$ cat src/rtl/vga_timing_pkg.sv
// Shared timing constants and types for the VGA raster generator.
// Default values describe 640x480@60 Hz on a 25 MHz pixel clock.
// No ports; imported by vga_timing_gen_if, vga_timing_gen and the bench.
package vga_timing_pkg;

    localparam int DEF_H_VISIBLE = 640;
    localparam int DEF_H_FP      = 16;
    localparam int DEF_H_SYNC    = 96;
    localparam int DEF_H_BP      = 48;
    localparam int DEF_V_VISIBLE = 480;
    localparam int DEF_V_FP      = 10;
    localparam int DEF_V_SYNC    = 2;
    localparam int DEF_V_BP      = 33;
    localparam int DEF_PIPE_DLY  = 2;

    localparam int DEF_H_TOTAL      = DEF_H_VISIBLE + DEF_H_FP + DEF_H_SYNC + DEF_H_BP;
    localparam int DEF_V_TOTAL      = DEF_V_VISIBLE + DEF_V_FP + DEF_V_SYNC + DEF_V_BP;
    localparam int DEF_H_SYNC_START = DEF_H_VISIBLE + DEF_H_FP;
    localparam int DEF_H_SYNC_END   = DEF_H_SYNC_START + DEF_H_SYNC - 1;
    localparam int DEF_V_SYNC_START = DEF_V_VISIBLE + DEF_V_FP;
    localparam int DEF_V_SYNC_END   = DEF_V_SYNC_START + DEF_V_SYNC - 1;

    localparam int COORD_W = 10;
    typedef logic [COORD_W-1:0] coord_t;

    // Idle levels of the delayed sync bundle, ordered {hs, vs, blank}.
    localparam logic [2:0] SYNC_RST_VAL = 3'b110;

endpackage

$ cat src/rtl/vga_timing_gen_if.sv
// Raster timing bundle driven by vga_timing_gen and consumed by sprite
// mappers / game logic.
//   master : driver side (timing generator), all signals outputs
//   slave  : consumer side, all signals inputs
// Signals: DrawX, DrawY, blank, hs, vs, hs_d, vs_d, blank_d, frame_start,
// vblank_start, and frame_count when VGA_FRAME_COUNT_EN is defined.
interface vga_timing_gen_if;
    import vga_timing_pkg::*;

    coord_t DrawX;
    coord_t DrawY;
    logic   blank;
    logic   hs;
    logic   vs;
    logic   hs_d;
    logic   vs_d;
    logic   blank_d;
    logic   frame_start;
    logic   vblank_start;
`ifdef VGA_FRAME_COUNT_EN
    logic [7:0] frame_count;

    modport master (
        output DrawX, DrawY, blank, hs, vs, hs_d, vs_d, blank_d,
               frame_start, vblank_start, frame_count
    );
    modport slave (
        input  DrawX, DrawY, blank, hs, vs, hs_d, vs_d, blank_d,
               frame_start, vblank_start, frame_count
    );
`else
    modport master (
        output DrawX, DrawY, blank, hs, vs, hs_d, vs_d, blank_d,
               frame_start, vblank_start
    );
    modport slave (
        input  DrawX, DrawY, blank, hs, vs, hs_d, vs_d, blank_d,
               frame_start, vblank_start
    );
`endif

endinterface

$ cat src/rtl/vga_sync_delay.sv
// Fixed-depth shift register used to align sync/blank with the registered
// colour path of the sprite mappers.
//   clk_i  : clock
//   rst_i  : asynchronous active-high reset, loads every stage with RST_VAL
//   d_i    : WIDTH-bit input
//   q_o    : d_i delayed DEPTH cycles (DEPTH=0 is a combinational pass-through)
module vga_sync_delay #(
    parameter int               DEPTH   = 2,
    parameter int               WIDTH   = 3,
    parameter logic [WIDTH-1:0] RST_VAL = '0
) (
    input  logic             clk_i,
    input  logic             rst_i,
    input  logic [WIDTH-1:0] d_i,
    output logic [WIDTH-1:0] q_o
);

    generate
        if (DEPTH == 0) begin : g_bypass
            logic unused_clk_rst;
            assign unused_clk_rst = clk_i ^ rst_i;
            assign q_o = d_i;
        end else begin : g_shift
            logic [WIDTH-1:0] stage_q [DEPTH];

            always_ff @(posedge clk_i or posedge rst_i) begin
                if (rst_i) begin
                    for (int i = 0; i < DEPTH; i++) begin
                        stage_q[i] <= RST_VAL;
                    end
                end else begin
                    stage_q[0] <= d_i;
                    for (int i = 1; i < DEPTH; i++) begin
                        stage_q[i] <= stage_q[i-1];
                    end
                end
            end

            assign q_o = stage_q[DEPTH-1];
        end
    endgenerate

endmodule

$ cat src/rtl/vga_timing_gen.sv
// VGA raster timing generator (default 640x480@60 Hz, 25 MHz pixel clock).
// Produces pixel coordinates, active-low syncs, the visible-region flag,
// PIPE_DLY-cycle delayed copies of hs/vs/blank, and frame / vblank strobes.
//   vga_clk : pixel clock
//   reset   : asynchronous active-high reset
//   vga     : vga_timing_gen_if.master bundle (see interface for signals)
// Optional: define VGA_FRAME_COUNT_EN to add an 8-bit frame_count that
// advances with every frame_start except the first one after reset.
module vga_timing_gen
    import vga_timing_pkg::*;
#(
    parameter int H_VISIBLE = DEF_H_VISIBLE,
    parameter int H_FP      = DEF_H_FP,
    parameter int H_SYNC    = DEF_H_SYNC,
    parameter int H_BP      = DEF_H_BP,
    parameter int V_VISIBLE = DEF_V_VISIBLE,
    parameter int V_FP      = DEF_V_FP,
    parameter int V_SYNC    = DEF_V_SYNC,
    parameter int V_BP      = DEF_V_BP,
    parameter int PIPE_DLY  = DEF_PIPE_DLY
) (
    input  logic             vga_clk,
    input  logic             reset,
    vga_timing_gen_if.master vga
);

    localparam int H_TOTAL = H_VISIBLE + H_FP + H_SYNC + H_BP;
    localparam int V_TOTAL = V_VISIBLE + V_FP + V_SYNC + V_BP;

    localparam coord_t H_LAST   = coord_t'(H_TOTAL - 1);
    localparam coord_t V_LAST   = coord_t'(V_TOTAL - 1);
    localparam coord_t H_VIS_C  = coord_t'(H_VISIBLE);
    localparam coord_t V_VIS_C  = coord_t'(V_VISIBLE);
    localparam coord_t H_SS     = coord_t'(H_VISIBLE + H_FP);
    localparam coord_t H_SE     = coord_t'(H_VISIBLE + H_FP + H_SYNC - 1);
    localparam coord_t V_SS     = coord_t'(V_VISIBLE + V_FP);
    localparam coord_t V_SE     = coord_t'(V_VISIBLE + V_FP + V_SYNC - 1);

    coord_t x_q, x_d;
    coord_t y_q, y_d;
    logic   running_q;
    logic   hs_q, hs_d;
    logic   vs_q, vs_d;
    logic   blank_q, blank_d;
    logic   fs_q, fs_d;
    logic   vb_q, vb_d;
    logic [2:0] sync_dly;

    // The first edge after reset holds the counters at the origin so that
    // the first visible cycle is pixel (0,0) with frame_start raised.
    always_comb begin
        x_d = x_q;
        y_d = y_q;
        if (running_q) begin
            if (x_q == H_LAST) begin
                x_d = '0;
                y_d = (y_q == V_LAST) ? '0 : y_q + 10'd1;
            end else begin
                x_d = x_q + 10'd1;
            end
        end

        // Decoded from the next count so the flags land with the counters.
        hs_d    = !((x_d >= H_SS) && (x_d <= H_SE));
        vs_d    = !((y_d >= V_SS) && (y_d <= V_SE));
        blank_d = (x_d < H_VIS_C) && (y_d < V_VIS_C);
        fs_d    = (x_d == '0) && (y_d == '0);
        vb_d    = (x_d == '0) && (y_d == V_VIS_C);
    end

    always_ff @(posedge vga_clk or posedge reset) begin
        if (reset) begin
            x_q       <= '0;
            y_q       <= '0;
            running_q <= 1'b0;
            hs_q      <= 1'b1;
            vs_q      <= 1'b1;
            blank_q   <= 1'b0;
            fs_q      <= 1'b0;
            vb_q      <= 1'b0;
        end else begin
            x_q       <= x_d;
            y_q       <= y_d;
            running_q <= 1'b1;
            hs_q      <= hs_d;
            vs_q      <= vs_d;
            blank_q   <= blank_d;
            fs_q      <= fs_d;
            vb_q      <= vb_d;
        end
    end

    vga_sync_delay #(
        .DEPTH   (PIPE_DLY),
        .WIDTH   (3),
        .RST_VAL (SYNC_RST_VAL)
    ) u_sync_delay (
        .clk_i (vga_clk),
        .rst_i (reset),
        .d_i   ({hs_q, vs_q, blank_q}),
        .q_o   (sync_dly)
    );

    assign vga.DrawX        = x_q;
    assign vga.DrawY        = y_q;
    assign vga.hs           = hs_q;
    assign vga.vs           = vs_q;
    assign vga.blank        = blank_q;
    assign vga.frame_start  = fs_q;
    assign vga.vblank_start = vb_q;
    assign vga.hs_d         = sync_dly[2];
    assign vga.vs_d         = sync_dly[1];
    assign vga.blank_d      = sync_dly[0];

`ifdef VGA_FRAME_COUNT_EN
    logic [7:0] fcnt_q, fcnt_d;
    logic       fcnt_arm_q, fcnt_arm_d;

    // The first frame_start after reset only arms the counter, so frame 0
    // reads 0 and each later frame_start edge shows the new count.
    always_comb begin
        fcnt_d     = fcnt_q;
        fcnt_arm_d = fcnt_arm_q;
        if (fs_d) begin
            if (fcnt_arm_q) begin
                fcnt_d = fcnt_q + 8'd1;
            end
            fcnt_arm_d = 1'b1;
        end
    end

    always_ff @(posedge vga_clk or posedge reset) begin
        if (reset) begin
            fcnt_q     <= '0;
            fcnt_arm_q <= 1'b0;
        end else begin
            fcnt_q     <= fcnt_d;
            fcnt_arm_q <= fcnt_arm_d;
        end
    end

    assign vga.frame_count = fcnt_q;
`endif

endmodule

$ cat src/flat_wrapper.sv
// flat-port wrapper written by rule: the top's interface ports become plain ports
module vga_timing_gen_flat import vga_timing_pkg::*;
#(
    parameter int H_VISIBLE = DEF_H_VISIBLE,
    parameter int H_FP      = DEF_H_FP,
    parameter int H_SYNC    = DEF_H_SYNC,
    parameter int H_BP      = DEF_H_BP,
    parameter int V_VISIBLE = DEF_V_VISIBLE,
    parameter int V_FP      = DEF_V_FP,
    parameter int V_SYNC    = DEF_V_SYNC,
    parameter int V_BP      = DEF_V_BP,
    parameter int PIPE_DLY  = DEF_PIPE_DLY
)
  (vga_clk, reset, vga_DrawX, vga_DrawY, vga_blank, vga_hs, vga_vs, vga_hs_d, vga_vs_d, vga_blank_d, vga_frame_start, vga_vblank_start);
  vga_timing_gen_if vga_i ();
  input  logic vga_clk;
  input  logic reset;
  output wire logic [$bits(vga_i.DrawX)-1:0] vga_DrawX;
  output wire logic [$bits(vga_i.DrawY)-1:0] vga_DrawY;
  output wire logic [$bits(vga_i.blank)-1:0] vga_blank;
  output wire logic [$bits(vga_i.hs)-1:0] vga_hs;
  output wire logic [$bits(vga_i.vs)-1:0] vga_vs;
  output wire logic [$bits(vga_i.hs_d)-1:0] vga_hs_d;
  output wire logic [$bits(vga_i.vs_d)-1:0] vga_vs_d;
  output wire logic [$bits(vga_i.blank_d)-1:0] vga_blank_d;
  output wire logic [$bits(vga_i.frame_start)-1:0] vga_frame_start;
  output wire logic [$bits(vga_i.vblank_start)-1:0] vga_vblank_start;
  assign vga_DrawX = vga_i.DrawX;
  assign vga_DrawY = vga_i.DrawY;
  assign vga_blank = vga_i.blank;
  assign vga_hs = vga_i.hs;
  assign vga_vs = vga_i.vs;
  assign vga_hs_d = vga_i.hs_d;
  assign vga_vs_d = vga_i.vs_d;
  assign vga_blank_d = vga_i.blank_d;
  assign vga_frame_start = vga_i.frame_start;
  assign vga_vblank_start = vga_i.vblank_start;
  vga_timing_gen #(.H_VISIBLE(H_VISIBLE), .H_FP(H_FP), .H_SYNC(H_SYNC), .H_BP(H_BP), .V_VISIBLE(V_VISIBLE), .V_FP(V_FP), .V_SYNC(V_SYNC), .V_BP(V_BP), .PIPE_DLY(PIPE_DLY)) u_core (.vga_clk(vga_clk), .reset(reset), .vga(vga_i));
endmodule
$ cat config.mk
export PLATFORM = sky130hd
export DESIGN_NAME = vga_timing_gen_flat
export DESIGN_NICKNAME = d
export VERILOG_FILES = /design/src/rtl/vga_timing_pkg.sv /design/src/rtl/vga_timing_gen_if.sv /design/src/rtl/vga_sync_delay.sv /design/src/rtl/vga_timing_gen.sv /design/src/flat_wrapper.sv
export SDC_FILE = /design/constraint.sdc
export NUM_CORES = 1
export LEC_CHECK = 0
export CORE_MARGIN = 5
export CORE_UTILIZATION = 47
export CTS_CLUSTER_DIAMETER = 80
export DETAILED_ROUTE_END_ITERATION = 8
export GPL_TIMING_DRIVEN = 0
export PLACE_DENSITY = 0.8
export SLEW_MARGIN = 20
export SYNTH_ARGS = -nofsm -noshare
export SYNTH_HDL_FRONTEND = slang
export SYNTH_SLANG_ARGS = --single-unit
$ cat constraint.sdc
create_clock -name vga_clk -period 2.45 [get_ports vga_clk]
set_clock_uncertainty 0.1 [all_clocks]
set_input_delay 0.49 -clock vga_clk [delete_from_list [all_inputs] [get_ports vga_clk]]
set_output_delay 0.49 -clock vga_clk [all_outputs]
set_load 0.1 [all_outputs]
==> results.toml <==
[run_status]
run_status = "finished with violations"
failing_checks = "negative setup slack"

[routing]
detail-route-antenna-nets = 0
drt-wirelength-per-cell_um = 15.7
vias = 1534
firstDrtPassIters = 6
dr.first_iter.drc_count = 84
wl_um = 4090
drcViolationCount = 0
viasPerCell = 5.90

[min_path]
hp-class = "flip-flop to flip-flop"

[global_route]
antenna_found_initial = 0
grt_start_max_net_pins = 33
grt.overflow.total = 0
wire_length_of_the_first_global_routing_pass_um = 6730
grt_pass1_vias = 1431
grt_util_all_layers_pct = 17.2

[worst_setup_path]
critical_path_class = "flip-flop to flip-flop"
worstSetupStartpointType = "flip-flop"
critical_path_required_ns = 2.61
critPathMaxFanout = 5
critPathArrivalTime_ns = 2.66
timing.critical_path.to_type = "flip-flop"

[timing]
report.final.setup_viol = 1
setup_ws_ns = -0.0464
grt_setup_unrepaired = "yes"
finalCriticalPeriod_ns = 2.50
hold_violation_total_from_the_final_report = 0
fin_crit_sh_pct = 102
max_freq_mhz = 401
final.setup.tns_ns = -0.0464
slew_viol_final = 0
timing.slew.headroom_pct = 35.1
worst_pin_slew_ns = 0.972

[yosys]
ys_ff_latch = 32
ys.flop_type = "sky130_fd_sc_hd__dfrtp_1"
synth.top_cells.by_area = "sky130_fd_sc_hd__dfrtp_1, sky130_fd_sc_hd__dfstp_2, sky130_fd_sc_hd__xnor2_1, sky130_fd_sc_hd__nand2_1, sky130_fd_sc_hd__nand3_1"
post_synth_edffs = 0
ys_top_cells_by_count = "sky130_fd_sc_hd__dfrtp_1, sky130_fd_sc_hd__nand2_1, sky130_fd_sc_hd__nor2_1, sky130_fd_sc_hd__nand3_1, sky130_fd_sc_hd__o21ai_0"
synth_top_cell_area_share_pct = 38.5
yosys.cell_count.top_type = "sky130_fd_sc_hd__dfrtp_1"
share_of_synthesized_area_occupied_by_flip_flops_and_latches_pct = 47.8
synth_largest_area_cell = "sky130_fd_sc_hd__dfrtp_1"
yosysUniqueCellTypes = 50
post_syn_area_sq_um = 1690
synth_cells = 171
syn_area_per_cell_sq_um = 9.89
yosysWarningCount = 0
share_of_synthesized_flip_flops_with_an_asynchronous_set_or_reset_pct = 100
postSynthNetCount = 176

[placed_design]
placement.setup.worst_slack_ns = -0.0628
postPlaceCellArea_sq_um = 2090
dpl.hpwl_um = 2760
io_buffers = 29
place_congestion = 0.890

[floorplan]
initial_util_pct = 49.5
core_area_sq_um = 3420
rows = 21
die_h_um = 70.0
dieArea_sq_um = 4900
design.portCount = 30
fp.dieW_um = 70.0

[cts]
cts-htree-levels = 2
cts_made_buffers = 5
clock_transition_at_the_register_clock_pins_on_the_worst_setup_and_hold_paths_after_cts_ns = 0.10
max-clock-path-buffers = 2
clk_root_buffer_cell = "sky130_fd_sc_hd__clkbuf_4"
holdBufCountCts = 0
cts_tree = "done"
clkLatencyLatePin_ns = 0.34
cts.sinks = 32

[power_and_ir_drop]
power_density_nw_per_um2 = 850
peak_ir_drop_on_the_vdd_network_mv = 0.823
p_leak_nw = 0.983

[job]
drv.max_cap_violation_count = 0

[cells_and_area]
insertedDiodeCount = 0
areaGrowthSynthToFinish_pct = 31.2
postLayoutCoreUtil_pct = 64.9
layout-drive-gt1-share_pct = 28.5
final_design_area_excluding_fillers_sq_um = 2220
num-nets-final = 218
-- area by class of cell --
cell class | count | area (sq um)
clock inverters | 2 | 10.0
inverters | 9 | 38.8
flip-flops and latches | 32 | 847
fillers | 277 | 1200
well taps | 46 | 57.6
clock buffers | 6 | 51.3
multi-input cells | 124 | 862
repair buffers | 35 | 312
plain buffers | 6 | 40.0
-- cells in the final DEF (no fill, tap or decap), types with 2 or more instances in the layout --
master,instances
sky130_fd_sc_hd__a31oi_1,2
sky130_fd_sc_hd__buf_2,2
sky130_fd_sc_hd__nand2_1,15
sky130_fd_sc_hd__clkinv_2,2
sky130_fd_sc_hd__dfstp_2,6
sky130_fd_sc_hd__xnor2_1,7
sky130_fd_sc_hd__and4_1,4
sky130_fd_sc_hd__nor3_1,7
sky130_fd_sc_hd__clkdlybuf4s50_1,3
sky130_fd_sc_hd__dlygate4sd2_1,23
sky130_fd_sc_hd__nor3_2,2
sky130_fd_sc_hd__clkbuf_4,5
sky130_fd_sc_hd__nand3b_1,2
sky130_fd_sc_hd__a21oi_1,2
sky130_fd_sc_hd__dfrtp_1,7
sky130_fd_sc_hd__or4_1,3
sky130_fd_sc_hd__inv_1,6
sky130_fd_sc_hd__nand3_1,10
sky130_fd_sc_hd__and3_1,4
sky130_fd_sc_hd__buf_4,8
sky130_fd_sc_hd__o21ai_0,10
sky130_fd_sc_hd__xor2_1,5
sky130_fd_sc_hd__dfrtp_4,6
sky130_fd_sc_hd__dlymetal6s2s_1,2
sky130_fd_sc_hd__nor2b_1,4
sky130_fd_sc_hd__ha_4,2
sky130_fd_sc_hd__dfrtp_2,13
sky130_fd_sc_hd__inv_4,2
sky130_fd_sc_hd__nand4_1,5
sky130_fd_sc_hd__nor2_1,11
-- per-stage QoR --
stage | hold slack [ns] | power [mW] | instances
floorplan | 0.231 | 1.38 | 171
global placement | 0.238 | 1.56 | 246
detailed placement | 0.242 | 1.58 | 246
CTS | 0.264 | 1.87 | 257
global route | 0.269 | 1.99 | 260
finish | 0.259 | 1.89 | 260
-- timing repair --
action / CTS / global route
setup buffers: 3 / 3
pin swaps: 1 / 3
setup endpoints to repair: 27 / 7
resized for setup: 26 / 9
-- per-layer routing --
metal / vias up / global-route usage, % / share of wire [%]
met5: - / 0 / 0
met4: 0 / 8.30 / 1.9
met3: 11 / 5.45 / 5.8
met2: 63 / 26.7 / 48
met1: 757 / 21.6 / 44
li1: 703 / - / -
-- sequential cells by signal (all words and copies together) (netlist names) --
| register | cells |
|---|---|
| u_core.running_q | 1 |
| u_core.u_sync_delay.g_shift.stage_q | 3 |
| u_core.vga.hs | 1 |
| u_core.vga.DrawY | 10 |
| u_core.u_sync_delay.q_o | 3 |
| u_core.vga.blank | 1 |
| u_core.vga.vblank_start | 1 |
| u_core.vga.frame_start | 1 |
| u_core.vga.DrawX | 10 |
| u_core.vga.vs | 1 |
-- critical path, cell delays in order, from the launching register on --
cell                       delay [ns]
sky130_fd_sc_hd__dfrtp_4         0.51
sky130_fd_sc_hd__inv_4           0.07
sky130_fd_sc_hd__ha_4            0.12
sky130_fd_sc_hd__or4b_4          0.51
sky130_fd_sc_hd__o311ai_2        0.23
sky130_fd_sc_hd__o211ai_1        0.15
sky130_fd_sc_hd__and3b_1         0.27
sky130_fd_sc_hd__nand3_1         0.09
sky130_fd_sc_hd__or3b_1          0.37
-- final timing paths --
check	depth (start not counted)	to	from	slack, ns
max in group asynchronous	2	u_core.vga.DrawX[0]$_DFF_PP0_	reset	1.31
min in group asynchronous	2	u_core.vga.frame_start$_DFF_PP0_	reset	0.46
max	8	u_core.vga.vs$_DFF_PP1_	u_core.vga.DrawY[0]$_DFF_PP0_	-0.05
min reg2reg	0	u_core.u_sync_delay.q_o[2]$_DFF_PP1_	u_core.u_sync_delay.g_shift.stage_q[5]$_DFF_PP1_	0.26
max reg2reg	8	u_core.vga.vs$_DFF_PP1_	u_core.vga.DrawY[0]$_DFF_PP0_	-0.05
min	0	u_core.u_sync_delay.q_o[2]$_DFF_PP1_	u_core.u_sync_delay.g_shift.stage_q[5]$_DFF_PP1_	0.26
-- power breakdown --
group	internal, mW	switching, mW	total, mW
registers	0.613	0.0674	0.680
logic	0.225	0.660	0.885
clock network	0.136	0.185	0.321
-- logic make-up after synthesis --
| family | synth area share [%] |
|---|---|
| mux | 0.592 |
| buf+inv | 4.37 |
| compound gates | 10.7 |
| other cells | 0.222 |
| xor+xnor | 6.22 |
| fa+ha+maj | 2.22 |
| flops | 47.8 |
| simple gates | 27.8 |
Power figures use the tool's default switching activity.
